<file path="src/rtl/lsu_ctrl_if.sv">
// Data-memory bus between lsu_ctrl (master) and the memory port (slave):
// word-addressed request/acknowledge with byte strobes.
interface lsu_ctrl_if #(
    parameter int DMEM_AW = 32
);
    logic               o_dmem_req;
    logic               o_dmem_we;
    logic [DMEM_AW-1:0] o_dmem_addr;
    logic [3:0]         o_dmem_wstrb;
    logic [31:0]        o_dmem_wdata;
    logic               i_dmem_ack;
    logic [31:0]        i_dmem_rdata;

    modport master (
        output o_dmem_req, o_dmem_we, o_dmem_addr, o_dmem_wstrb, o_dmem_wdata,
        input  i_dmem_ack, i_dmem_rdata
    );

    modport slave (
        input  o_dmem_req, o_dmem_we, o_dmem_addr, o_dmem_wstrb, o_dmem_wdata,
        output i_dmem_ack, i_dmem_rdata
    );
endinterface

</file>
<file path="src/rtl/lsu_ctrl.sv">
// Load/store sequencer: one memory op per request, lane-shifted stores, extended loads.
// Optional macro LSU_MISALIGN_SPLIT_EN splits word-crossing accesses into two bus transactions.
module lsu_ctrl #(
    parameter int DMEM_AW = 32
) (
    input  logic               clk,
    input  logic               rst,
    input  logic               i_valid,
    output logic               o_ready,
    input  logic [3:0]         i_mem_op,
    input  logic [DMEM_AW-1:0] i_addr,
    input  logic [31:0]        i_wdata,
    output logic               o_done,
    output logic               o_fault,
    output logic [31:0]        o_rdata,
    lsu_ctrl_if.master         dmem
);

    localparam logic [3:0] MEM_LB   = 4'd0;
    localparam logic [3:0] MEM_LH   = 4'd1;
    localparam logic [3:0] MEM_LW   = 4'd2;
    localparam logic [3:0] MEM_LB_U = 4'd3;
    localparam logic [3:0] MEM_LH_U = 4'd4;
    localparam logic [3:0] MEM_SB   = 4'd5;
    localparam logic [3:0] MEM_SH   = 4'd6;
    localparam logic [3:0] MEM_SW   = 4'd7;

    localparam logic [1:0] IDLE = 2'd0;
    localparam logic [1:0] ACC0 = 2'd1;
`ifdef LSU_MISALIGN_SPLIT_EN
    localparam logic [1:0] ACC1 = 2'd2;
`endif
    localparam logic [1:0] RESP = 2'd3;

    logic [1:0] state;
    logic [3:0] op_q;
    logic [1:0] off_q;

    // Decode of the incoming request, used only on the accepting edge.
    logic [1:0]  in_off;
    logic [2:0]  in_size;
    logic [3:0]  in_mask;
    logic        in_illegal;
    logic        in_store;
    logic        in_fault;
    logic [3:0]  strb_lo;
    logic [31:0] wdata_lo;

    assign in_off = i_addr[1:0];

    // NOTE: every always_comb output gets a default first so no path can infer a latch.
    always_comb begin
        in_size    = 3'd1;
        in_mask    = 4'b0001;
        in_illegal = 1'b0;
        case (i_mem_op)
            MEM_LB, MEM_LB_U, MEM_SB: begin
                in_size = 3'd1;
                in_mask = 4'b0001;
            end
            MEM_LH, MEM_LH_U, MEM_SH: begin
                in_size = 3'd2;
                in_mask = 4'b0011;
            end
            MEM_LW, MEM_SW: begin
                in_size = 3'd4;
                in_mask = 4'b1111;
            end
            default: in_illegal = 1'b1;
        endcase
    end

    assign in_store = (i_mem_op == MEM_SB) || (i_mem_op == MEM_SH) || (i_mem_op == MEM_SW);

`ifdef LSU_MISALIGN_SPLIT_EN
    logic        in_cross;
    logic [7:0]  strb_wide;
    logic [63:0] wdata_wide;
    logic        split_q;
    logic [31:0] lo_q;
    logic [3:0]  strb_hi_q;
    logic [31:0] wdata_hi_q;
    logic [63:0] merged;

    assign in_cross   = ({1'b0, in_off} + in_size) > 3'd4;
    assign in_fault   = in_illegal;
    // The upper half of the widened shift is exactly what the second word needs.
    assign strb_wide  = {4'b0000, in_mask} << in_off;
    assign wdata_wide = {32'd0, i_wdata} << {in_off, 3'b000};
    assign strb_lo    = strb_wide[3:0];
    assign wdata_lo   = wdata_wide[31:0];

    assign merged = split_q ? {dmem.i_dmem_rdata, lo_q} : {32'd0, dmem.i_dmem_rdata};

    logic [31:0] load_raw;
    assign load_raw = 32'(merged >> {off_q, 3'b000});
`else
    logic in_misal;

    assign in_misal = ((in_size == 3'd2) && in_off[0]) || ((in_size == 3'd4) && (in_off != 2'd0));
    assign in_fault = in_illegal || in_misal;
    assign strb_lo  = in_mask << in_off;
    assign wdata_lo = i_wdata << {in_off, 3'b000};

    logic [31:0] load_raw;
    assign load_raw = dmem.i_dmem_rdata >> {off_q, 3'b000};
`endif

    function automatic logic [31:0] extend(input logic [31:0] raw, input logic [3:0] op);
        case (op)
            MEM_LB:   extend = {{24{raw[7]}}, raw[7:0]};
            MEM_LB_U: extend = {24'd0, raw[7:0]};
            MEM_LH:   extend = {{16{raw[15]}}, raw[15:0]};
            MEM_LH_U: extend = {16'd0, raw[15:0]};
            default:  extend = raw;
        endcase
    endfunction

    logic [31:0] load_ext;
    assign load_ext = extend(load_raw, op_q);

    assign o_ready = (state == IDLE);

    always_ff @(posedge clk) begin
        if (rst) begin
            state             <= IDLE;
            op_q              <= 4'd0;
            off_q             <= 2'd0;
            o_done            <= 1'b0;
            o_fault           <= 1'b0;
            o_rdata           <= 32'd0;
            dmem.o_dmem_req   <= 1'b0;
            dmem.o_dmem_we    <= 1'b0;
            dmem.o_dmem_addr  <= '0;
            dmem.o_dmem_wstrb <= 4'd0;
            dmem.o_dmem_wdata <= 32'd0;
`ifdef LSU_MISALIGN_SPLIT_EN
            split_q           <= 1'b0;
            lo_q              <= 32'd0;
            strb_hi_q         <= 4'd0;
            wdata_hi_q        <= 32'd0;
`endif
        end else begin
            case (state)
                IDLE: begin
                    if (i_valid) begin
                        op_q  <= i_mem_op;
                        off_q <= in_off;
                        if (in_fault) begin
                            state   <= RESP;
                            o_done  <= 1'b1;
                            o_fault <= 1'b1;
                            o_rdata <= 32'd0;
                        end else begin
                            state             <= ACC0;
                            dmem.o_dmem_req   <= 1'b1;
                            dmem.o_dmem_we    <= in_store;
                            dmem.o_dmem_addr  <= {i_addr[DMEM_AW-1:2], 2'b00};
                            dmem.o_dmem_wstrb <= in_store ? strb_lo : 4'd0;
                            dmem.o_dmem_wdata <= in_store ? wdata_lo : 32'd0;
`ifdef LSU_MISALIGN_SPLIT_EN
                            split_q           <= in_cross;
                            strb_hi_q         <= in_store ? strb_wide[7:4] : 4'd0;
                            wdata_hi_q        <= in_store ? wdata_wide[63:32] : 32'd0;
`endif
                        end
                    end
                end

                ACC0: begin
                    if (dmem.i_dmem_ack) begin
`ifdef LSU_MISALIGN_SPLIT_EN
                        if (split_q) begin
                            // Request stays high; only address and lanes move to the next word.
                            state             <= ACC1;
                            lo_q              <= dmem.i_dmem_rdata;
                            dmem.o_dmem_addr  <= dmem.o_dmem_addr + DMEM_AW'(4);
                            dmem.o_dmem_wstrb <= strb_hi_q;
                            dmem.o_dmem_wdata <= wdata_hi_q;
                        end else begin
                            state             <= RESP;
                            o_done            <= 1'b1;
                            o_rdata           <= dmem.o_dmem_we ? 32'd0 : load_ext;
                            dmem.o_dmem_req   <= 1'b0;
                            dmem.o_dmem_we    <= 1'b0;
                            dmem.o_dmem_wstrb <= 4'd0;
                        end
`else
                        state             <= RESP;
                        o_done            <= 1'b1;
                        o_rdata           <= dmem.o_dmem_we ? 32'd0 : load_ext;
                        dmem.o_dmem_req   <= 1'b0;
                        dmem.o_dmem_we    <= 1'b0;
                        dmem.o_dmem_wstrb <= 4'd0;
`endif
                    end
                end

`ifdef LSU_MISALIGN_SPLIT_EN
                ACC1: begin
                    if (dmem.i_dmem_ack) begin
                        state             <= RESP;
                        o_done            <= 1'b1;
                        o_rdata           <= dmem.o_dmem_we ? 32'd0 : load_ext;
                        dmem.o_dmem_req   <= 1'b0;
                        dmem.o_dmem_we    <= 1'b0;
                        dmem.o_dmem_wstrb <= 4'd0;
                    end
                end
`endif

                RESP: begin
                    state   <= IDLE;
                    o_done  <= 1'b0;
                    o_fault <= 1'b0;
                    o_rdata <= 32'd0;
                end

                default: state <= IDLE;
            endcase
        end
    end

endmodule

</file>
<file path="src/flat_wrapper.sv">
// flat-port wrapper written by rule: the top's interface ports become plain ports
module lsu_ctrl_flat 
#(
    parameter int DMEM_AW = 32
)
  (clk, rst, i_valid, o_ready, i_mem_op, i_addr, i_wdata, o_done, o_fault, o_rdata, dmem_o_dmem_req, dmem_o_dmem_we, dmem_o_dmem_addr, dmem_o_dmem_wstrb, dmem_o_dmem_wdata, dmem_i_dmem_ack, dmem_i_dmem_rdata);
  lsu_ctrl_if #(.DMEM_AW(DMEM_AW)) dmem_i ();
  input  logic clk;
  input  logic rst;
  input  logic i_valid;
  output logic o_ready;
  input  logic [3:0] i_mem_op;
  input  logic [DMEM_AW-1:0] i_addr;
  input  logic [31:0] i_wdata;
  output logic o_done;
  output logic o_fault;
  output logic [31:0] o_rdata;
  output wire logic [$bits(dmem_i.o_dmem_req)-1:0] dmem_o_dmem_req;
  output wire logic [$bits(dmem_i.o_dmem_we)-1:0] dmem_o_dmem_we;
  output wire logic [$bits(dmem_i.o_dmem_addr)-1:0] dmem_o_dmem_addr;
  output wire logic [$bits(dmem_i.o_dmem_wstrb)-1:0] dmem_o_dmem_wstrb;
  output wire logic [$bits(dmem_i.o_dmem_wdata)-1:0] dmem_o_dmem_wdata;
  input wire logic [$bits(dmem_i.i_dmem_ack)-1:0] dmem_i_dmem_ack;
  input wire logic [$bits(dmem_i.i_dmem_rdata)-1:0] dmem_i_dmem_rdata;
  assign dmem_o_dmem_req = dmem_i.o_dmem_req;
  assign dmem_o_dmem_we = dmem_i.o_dmem_we;
  assign dmem_o_dmem_addr = dmem_i.o_dmem_addr;
  assign dmem_o_dmem_wstrb = dmem_i.o_dmem_wstrb;
  assign dmem_o_dmem_wdata = dmem_i.o_dmem_wdata;
  assign dmem_i.i_dmem_ack = dmem_i_dmem_ack;
  assign dmem_i.i_dmem_rdata = dmem_i_dmem_rdata;
  lsu_ctrl #(.DMEM_AW(DMEM_AW)) u_core (.clk(clk), .rst(rst), .i_valid(i_valid), .o_ready(o_ready), .i_mem_op(i_mem_op), .i_addr(i_addr), .i_wdata(i_wdata), .o_done(o_done), .o_fault(o_fault), .o_rdata(o_rdata), .dmem(dmem_i));
endmodule
</file>
<file path="config.mk">
export PLATFORM = sky130hd
export DESIGN_NAME = lsu_ctrl_flat
export DESIGN_NICKNAME = d
export VERILOG_FILES = /design/src/rtl/lsu_ctrl_if.sv /design/src/rtl/lsu_ctrl.sv /design/src/flat_wrapper.sv
export SDC_FILE = /design/constraint.sdc
export NUM_CORES = 1
export LEC_CHECK = 0
export BUFFER_PORTS_ARGS = -buffer_cell sky130_fd_sc_hd__buf_2
export CORE_ASPECT_RATIO = 1.4
export CORE_MARGIN = 2
export CORE_UTILIZATION = 49
export CTS_CLUSTER_SIZE = 30
export DETAILED_ROUTE_END_ITERATION = 8
export HOLD_SLACK_MARGIN = 0.02
export PLACE_DENSITY = 0.81
export SYNTH_ARGS = -nofsm -noshare
export SYNTH_HDL_FRONTEND = slang
export SYNTH_SLANG_ARGS = --single-unit
</file>
<file path="constraint.sdc">
create_clock -name clk -period 2.3 [get_ports clk]
set_input_delay 0.345 -clock clk [delete_from_list [all_inputs] [get_ports clk]]
set_output_delay 0.345 -clock clk [all_outputs]
set_load 0.01 [all_outputs]
</file>
==> Word-level counts from Yosys, hierarchy flattened <==
Index checks and enable logic that the tools add are counted.
{ "totals": {"wordCells": 86, "output_inout_bits": 105, "regBits": 110} }
{ "op_classes": {"reduce_logical": 22, "eq_ne": 18, "shifts": 3, "muxes": 31, "bitwise_logic": 1} }
{ "op_table": {"columns": ["operator", "count"], "rows": [
  ["32-bit 2-to-1 mux", 5],
  ["32-bit one-hot mux with 4 select lines", 1],
  ["32-bit one-hot mux with 3 select lines", 1],
  ["32-bit by 5-bit left shift with 32-bit output", 1],
  ["32-bit by 5-bit right shift with 32-bit output", 1],
  ["4-bit by 3-bit equality test with 1-bit output, second input constant", 5],
  ["4-bit 2-to-1 mux", 4],
  ["4-bit one-hot mux with 2 select lines", 2],
  ["4-bit by 2-bit equality test with 1-bit output, second input constant", 3],
  ["1-bit 2-to-1 mux", 9],
  ["4-bit by 1-bit equality test with 1-bit output, second input constant", 2],
  ["4-bit zero test", 2],
  ["4-bit AND reduction", 2],
  ["8-bit OR reduction", 1],
  ["2-bit 2-to-1 mux", 3],
  ["2-bit != test, second input constant", 3],
  ["1-bit one-hot mux with 2 select lines", 3],
  ["3-bit one-hot mux with 2 select lines", 1],
  ["3-bit AND reduction", 2],
  ["2-bit nonzero test", 3],
  ["1-bit logical OR", 4],
  ["2-bit one-hot mux with 2 select lines", 1],
  ["2-bit AND reduction", 2],
  ["4-bit by 2-bit left shift with 4-bit output", 1],
  ["other kinds (12)", 13]
]} }

==> Depth between registers and ports, before layout <==
Gate-level depths: netlist of run 1.
{ "depth": {"word_depth": 10, "mapped_depth": 9, "ltp_nobuf": 5} }

==> Least setup slack after synthesis of run 1 <==
Ideal clock, no wire load.
{ "synth_path": {"kind": "reg2reg", "start": "register u_core.state[0]", "end": "register u_core.o_rdata[22]", "period_less_slack_ns": 1.866, "required_time_ns": 2.155, "arrival_time_ns": 1.721, "stages_incl_launch_ff": 9, "path_buffers": 3, "path_slack_ns": 0.434, "cell_sequence": "dfxtp_1 buf_2 or3b_1 clkbuf_2 a21o_1 o211ai_2 o31a_2 buf_6 a211oi_2"} }
{ "synth_between": {"elab_chain_len": 3, "elab_cells_between_ends": 9, "cone_classes": "5 x eq/ne; 1 x mux; 3 x reduce/logical"} }
{ "synth_rtl": {"columns": ["item", "line", "text"], "rows": [
  ["start, declared", "lsu_ctrl.sv:35", "logic [1:0] state;"],
  ["start signal, assigned", "lsu_ctrl.sv:126", "state <= IDLE;"],
  ["start signal, assigned", "lsu_ctrl.sv:150", "state <= RESP;"],
  ["start signal, assigned", "lsu_ctrl.sv:155", "state <= ACC0;"],
  ["2-bit by 1-bit equality test with 1-bit output, or another cell as far along", "lsu_ctrl.sv:144", "case (state)"],
  ["2-bit != test (no source line), or another cell as far along", null, null],
  ["4-bit AND reduction (no source line)", null, null],
  ["end signal, assigned", "lsu_ctrl.sv:191", "o_rdata <= dmem.o_dmem_we ? 32'd0 : load_ext;"],
  ["end, declared", "lsu_ctrl.sv:15", "output logic [31:0] o_rdata,"]
]} }
Parallel ways exist; a longest one is shown, timed or not.
A chain may end at the register's enable or synchronous reset.

==> Worst setup path after layout of run 1 <==
{ "layout_path": {"start": "register u_core.off_q[0]", "end": "register u_core.o_rdata[17]"} }
{ "layout_between": {"elab_chain_len": 5} }
{ "layout_rtl": {"columns": ["item", "line", "text"], "rows": [
  ["start, declared", "lsu_ctrl.sv:37", "logic [1:0] off_q;"],
  ["start signal, assigned", "lsu_ctrl.sv:148", "off_q <= in_off;"],
  ["32-bit by 5-bit right shift with 32-bit output", "lsu_ctrl.sv:106", "assign load_raw = dmem.i_dmem_rdata >> {off_q, 3'b000};"],
  ["32-bit one-hot mux with 4 select lines", "lsu_ctrl.sv:110", "case (op)"],
  ["32-bit 2-to-1 mux", "lsu_ctrl.sv:191", null],
  ["32-bit 2-to-1 mux", "lsu_ctrl.sv:171", "if (dmem.i_dmem_ack) begin"],
  ["32-bit one-hot mux with 3 select lines", "lsu_ctrl.sv:144", null]
]} }
No other way between the ends. The select of a mux whose other input is x is not followed.

==> flow_summary.json, run 1 <==
{
  "outcome": "completed",
  "gp_congestion": 0.952,
  "first_iter_violations": 226,
  "core_area_um2": 10400,
  "leakage_nw": 2.97,
  "vias": 5172,
  "yosysWarnings": 0,
  "end_kind": "flop",
  "io_pins": 209,
  "worstHoldEndpoint": "u_core.dmem.o_dmem_addr[12]",
  "num_rows": 44,
  "finalCritPeriodShare_pct": 89.5,
  "hold_violations": 0,
  "wire_per_inst_um": 16.4,
  "ys_seq_area_share_pct": 42.0,
  "hp-class": "primary input to flop",
  "cp_data_required_time_ns": 2.54,
  "routed_wl_um": 15400,
  "regArea_um2": 2200,
  "clk_pin_slew_ns": 0.07,
  "drive_gt1_share_pct": 35.5,
  "syn_area_um2": 5240,
  "hold_buffers": 0,
  "root_buffer": "clkbuf_16",
  "reg2reg_to": "u_core.o_rdata[17]",
  "detailedPlace.worstSlack_ns": 0.178,
  "drv_cap": 0,
  "synthTopCellsByArea": "dfxtp_1 42%, nand2_1 8.0%, mux2_2 5.2%",
  "synth.distinct_cells": 46,
  "synth_area_leader_cell": "dfxtp_1",
  "grt_util_all_layers_pct": 25.4,
  "initial_core_util_pct": 50.4,
  "rsz0062_at_grt": "false",
  "synth_cells": 616,
  "fp.dieW_um": 91.4,
  "reg2reg_depth": 4,
  "fin_nets": 902,
  "slew_viol_final": 0,
  "io_buffers": 206,
  "drc": 0,
  "p_per_area_nw_per_um2": 686,
  "cts_buffers": 9,
  "r2r-start": "u_core.off_q[0]",
  "cts_resized": 0,
  "n_fill_cell": 912,
  "whs_path_depth": 3,
  "first_pass_iters": 5,
  "min-delay-start": "i_addr[12]",
  "timing.final.crit_period_ns": 2.06,
  "critPathKind": "flop to flop",
  "arrival_ns": 2.30,
  "antenna_found_initial": 0,
  "grt_pass1_vias": 4909,
  "ys.flop_type": "dfxtp_1",
  "cts.htree.levels": 3,
  "cts_tree": "done",
  "synth-seq-cells": 110,
  "hpwl_um": 11500,
  "finClkSkew_ns": 0.00656,
  "die_y_um": 126,
  "clock_sinks": 110,
  "syn_avg_cell_area_um2": 8.51,
  "setup_ws_ns": 0.242,
  "post_cts_buffers": 0,
  "area_growth_pct": 27.2,
  "tns_ns": 0,
  "max_freq_mhz": 486,
  "ir_drop_uv": 532,
  "worst_pin_slew_ns": 0.776,
  "dieArea_um2": 11600,
  "grt_max_degree": 79,
  "relSlewSlack_pct": 48.3,
  "vias_per_cell": 5.50,
  "reg2reg_slack_ns": 0.24,
  "synth_edf_count": 0,
  "ant_nets": 0,
  "clk_latency_ns": 0.35,
  "diodes": 0,
  "overflow": 0,
  "multi_input_area_um2": 2780,
  "critPathLaunchType": "flop",
  "ctsLongestPathBuffers": 2,
  "async_flop_share_pct": 0,
  "path_max_fanout": 16,
  "setup_viol": 0,
  "netlist.area_leader.share_pct": 42.0,
  "grt_pass1_wl_um": 23900
}
[layout by cell type (no fill, tap or decap), drive strengths merged, types with 2 or more instances in the layout]
| master | count |
|---|---|
| xor2 | 2 |
| o21ai | 38 |
| nor2 | 34 |
| mux2i | 26 |
| or3b | 3 |
| o2111ai | 7 |
| o211ai | 2 |
| clkinv | 4 |
| nand2b | 22 |
| dfxtp | 110 |
| clkbuf | 9 |
| mux4 | 2 |
| nand3b | 32 |
| or3 | 2 |
| nand2 | 112 |
| a211oi | 17 |
| a22oi | 7 |
| nor3 | 3 |
| nand3 | 22 |
| buf | 226 |
| a21o | 2 |
| inv | 3 |
| a21boi | 2 |
| mux2 | 24 |
| a21oi | 49 |
| bufinv | 2 |
| nor2b | 4 |
| conb | 2 |
| o31ai | 26 |
[critical path: stages, from the launching register on]
cell,delay [ns]
dfxtp_1,0.51
mux2i_1,0.14
mux4_2,0.48
o31a_2,0.51
a211oi_1,0.31
[cells by family (layout without fill, tap and decap cells)]
kind of cell,count (synthesis),after routing,share of synthesized area [%]
mux,52,52,11.0
flops,110,110,42.0
buf+inv,58,244,5.11
other cells,1,2,0.0715
simple gates,239,239,22.0
xor+xnor,2,2,0.334
compound gates,154,154,19.5
[routing by layer]
layer / track usage, % / vias to the layer above / routed length (um)
met5: 0 / - / 0
met3: 5.82 / 36 / 1080
li1: - / 2517 / -
met1: 29.0 / 2398 / 6000
met4: 11.1 / 0 / 463
met2: 45.1 / 221 / 7840
[per-stage QoR]
stage | util [%] | hold slack [ns] | power [mW] | cell area (um^2) | instances
2_1_floorplan | - | 0.457 | 2.61 | 5250 | 617
3_3_place_gp | 60.9 | 0.439 | 2.89 | 6340 | 925
3_5_place_dp | 60.9 | 0.444 | 2.92 | 6340 | 925
4_1_cts | 64.1 | 0.219 | 4.60 | 6670 | 941
5_1_grt | 64.1 | 0.232 | 4.75 | 6670 | 941
6_report | 64.1 | 0.232 | 4.58 | 6670 | 941
[synthesized netlist by cell type, types with 2 or more instances]
cell type	count
a211oi_1	6
a211oi_2	10
a21boi_0	2
a21o_1	2
a21oi_1	49
a22oi_1	7
buf_1	5
buf_2	12
buf_4	5
buf_6	2
clkbuf_1	31
dfxtp_1	110
mux2_2	24
mux2i_1	26
mux4_2	2
nand2_1	112
nand2b_1	22
nand3_1	22
nand3b_1	32
nor2_1	34
nor2b_1	4
nor3_1	3
o2111ai_1	7
o21ai_0	32
o21ai_1	6
o31ai_1	26
or3_1	2
or3b_1	2
xor2_1	2
[worst max path at each step]
stage / from / to / slack (ns) / cells past startpoint
after floorplan: u_core.state[0] / u_core.o_rdata[22] / 0.43 / 8
after global placement: i_mem_op[2] / u_core.dmem.o_dmem_wdata[10] / 0.28 / 6
after detailed placement: i_valid / u_core.o_rdata[17] / 0.18 / 6
after CTS: u_core.off_q[0] / u_core.o_rdata[17] / 0.22 / 4
after global routing: u_core.state[0] / u_core.o_rdata[17] / 0.11 / 5
final: u_core.off_q[0] / u_core.o_rdata[17] / 0.24 / 4
[area by class of cell]
cell class | count | share of cell area (%)
clock buffer | 9 | 3.38
timing repair buffer | 226 | 17.7
multi-input combinational | 449 | 41.6
inverter | 2 | 0.113
sequential | 110 | 33.0
tap | 138 | 2.59
clock inverter | 7 | 1.59
[flip-flops by register name, indices dropped and copies added (netlist names), 2 cells and up]
register and flops:
u_core.dmem.o_dmem_addr 30, u_core.dmem.o_dmem_wdata 32, u_core.dmem.o_dmem_wstrb 4, u_core.o_rdata 32, u_core.off_q 2, u_core.op_q 4
u_core.state 2
[report_power, final]
part	internal, mW	switching [mW]
Combinational	0.344	0.483
Clock	0.970	0.732
Sequential	1.99	0.0581
No activity file was read; power rests on OpenSTA's default activity.
==> run 2, diff against run 1 <==
- CORE_ASPECT_RATIO: 1.4 -> not set
==> run 2 against run 1 <==
Net effect: via count rose by 0.39%; final cell count fell by 0.53%; first-iteration DRC count rose by 8.0%; largest cell class unchanged; non-clock buffer count fell by 3; wire length fell by 2.8%; combinational power fell by 1%; worst setup slack got worse by 0.012 ns; hold slack got worse by 0.039 ns; total power fell by 14%; clock-buffer cell count rose by 2.
==> flow_summary.json, run 2 (synthesis gave the netlist of run 1 again) <==
{
  "vias_per_cell": 5.55,
  "clk_latency_ns": 0.38,
  "antenna_found_initial": 0,
  "rsz0062_at_grt": "false",
  "outcome": "completed",
  "first_pass_iters": 5,
  "clk_pin_slew_ns": 0.11,
  "leakage_nw": 2.88,
  "grt_pass1_vias": 4888,
  "layout_commonest_cell": "buf_2",
  "diodes": 0,
  "routed_wl_um": 15000,
  "finClkSkew_ns": 0.0129,
  "drc": 0,
  "tns_ns": 0,
  "end_kind": "flop",
  "hpwl_um": 11000,
  "overflow": 0,
  "dieArea_um2": 11500,
  "setup_viol": 0,
  "cts_tree": "done",
  "critPathKind": "flop to flop",
  "critPathLaunchType": "flop",
  "io_pins": 209,
  "cts_resized": 0,
  "slew_viol_final": 0,
  "vias": 5192,
  "core_area_um2": 10400,
  "drv_cap": 0,
  "clock_sinks": 110,
  "io_buffers": 206,
  "layout_common_cells": "206 x buf_2, 112 x nand2_1, 110 x dfxtp_1, 49 x a21oi_1, 34 x nor2_1",
  "num_rows": 37,
  "wire_per_inst_um": 16.0,
  "cts.htree.levels": 3,
  "p_total_mw": 3.92,
  "hold_violations": 0,
  "cp_data_required_time_ns": 2.60,
  "grt_util_all_layers_pct": 25.6,
  "grt_max_degree": 110,
  "gp_congestion": 0.902,
  "grt_pass1_wl_um": 23500,
  "path_max_fanout": 16,
  "post_cts_buffers": 0,
  "area_growth_pct": 24.1,
  "ant_nets": 0,
  "n_fill_cell": 943,
  "worst_pin_slew_ns": 0.767,
  "hold_buffers": 0,
  "fp.dieW_um": 107,
  "hp-class": "primary input to flop",
  "hold_ws_ns": 0.194,
  "fin_nets": 899,
  "setup_ws_ns": 0.231,
  "cts_buffers": 9,
  "arrival_ns": 2.37,
  "finalCritPeriodShare_pct": 90.0,
  "initial_core_util_pct": 50.6,
  "first_iter_violations": 244,
  "ctsLongestPathBuffers": 2,
  "largestRegisters": "u_core.dmem.o_dmem_wdata (32), u_core.o_rdata (32), u_core.dmem.o_dmem_addr (30)",
  "die_y_um": 107,
  "max_freq_mhz": 483,
  "drive_gt1_share_pct": 35.0,
  "timing.final.crit_period_ns": 2.07,
  "ir_drop_uv": 270,
  "relSlewSlack_pct": 48.5,
  "detailedPlace.worstSlack_ns": 0.235,
  "root_buffer": "clkbuf_8",
  "p_per_area_nw_per_um2": 603
}
-- run 2: cell types whose count changed in the layout (fill, tap and decap cells not counted), sizes merged --
cell / delta
buf: -3
clkinv: -2
clkbuf: +2
inv: -1
clkinvlp: +3
bufinv: -2
-- run 2: layout make-up --
type / instances / area (um^2) / area share [%]
multi-input cells: 449 / 2780 / 42.7
flip-flops and latches: 110 / 2200 / 33.8
repair buffers: 223 / 1180 / 18.2
well taps: 136 / 170 / 2.61
clock buffers: 11 / 131 / 2.02
clock inverters: 5 / 36.3 / 0.557
inverters: 2 / 7.51 / 0.115
-- run 2: final timing paths --
check	start	endpoint	slack (ns)	depth (start not counted)
max reg2reg	u_core.off_q[0]	u_core.o_rdata[31]	0.23	4
max	u_core.off_q[0]	u_core.o_rdata[31]	0.23	4
min reg2reg	u_core.dmem.o_dmem_addr[26]	u_core.dmem.o_dmem_addr[26]	0.46	2
min	i_addr[3]	u_core.dmem.o_dmem_addr[3]	0.19	3
-- run 2: power by group --
part | leakage (nW) | switching (mW) | internal, mW | total (mW)
registers | 0.893 | 0.0599 | 1.99 | 2.05
clock network | 0.0755 | 0.658 | 0.395 | 1.05
logic | 1.91 | 0.474 | 0.341 | 0.815
-- run 2: worst max-delay path, cell delays in order (launching register included) --
cell and delay [ns]:
dfxtp_1 0.54, mux2i_1 0.15, mux4_2 0.50, o31a_2 0.51
a211oi_1 0.28
-- run 2: through the flow --
| stage | std cells | util (%) | area [um^2] |
|---|---|---|---|
| global route | 936 | 62.8 | 6510 |
| floorplan | 617 | - | 5250 |
| finish | 936 | 62.8 | 6510 |
| detailed placement | 920 | 61.1 | 6340 |
| global placement | 920 | 61.1 | 6340 |
| CTS | 936 | 62.8 | 6510 |
-- run 2: metal layers --
| layer | share of wire (%) | global-route usage [%] | vias up |
|---|---|---|---|
| met3 | 8.0 | 5.99 | 40 |
| li1 | - | - | 2515 |
| met2 | 46 | 40.5 | 221 |
| met4 | 3.6 | 14.3 | 0 |
| met1 | 43 | 32.0 | 2416 |
| met5 | 0 | 0 | - |
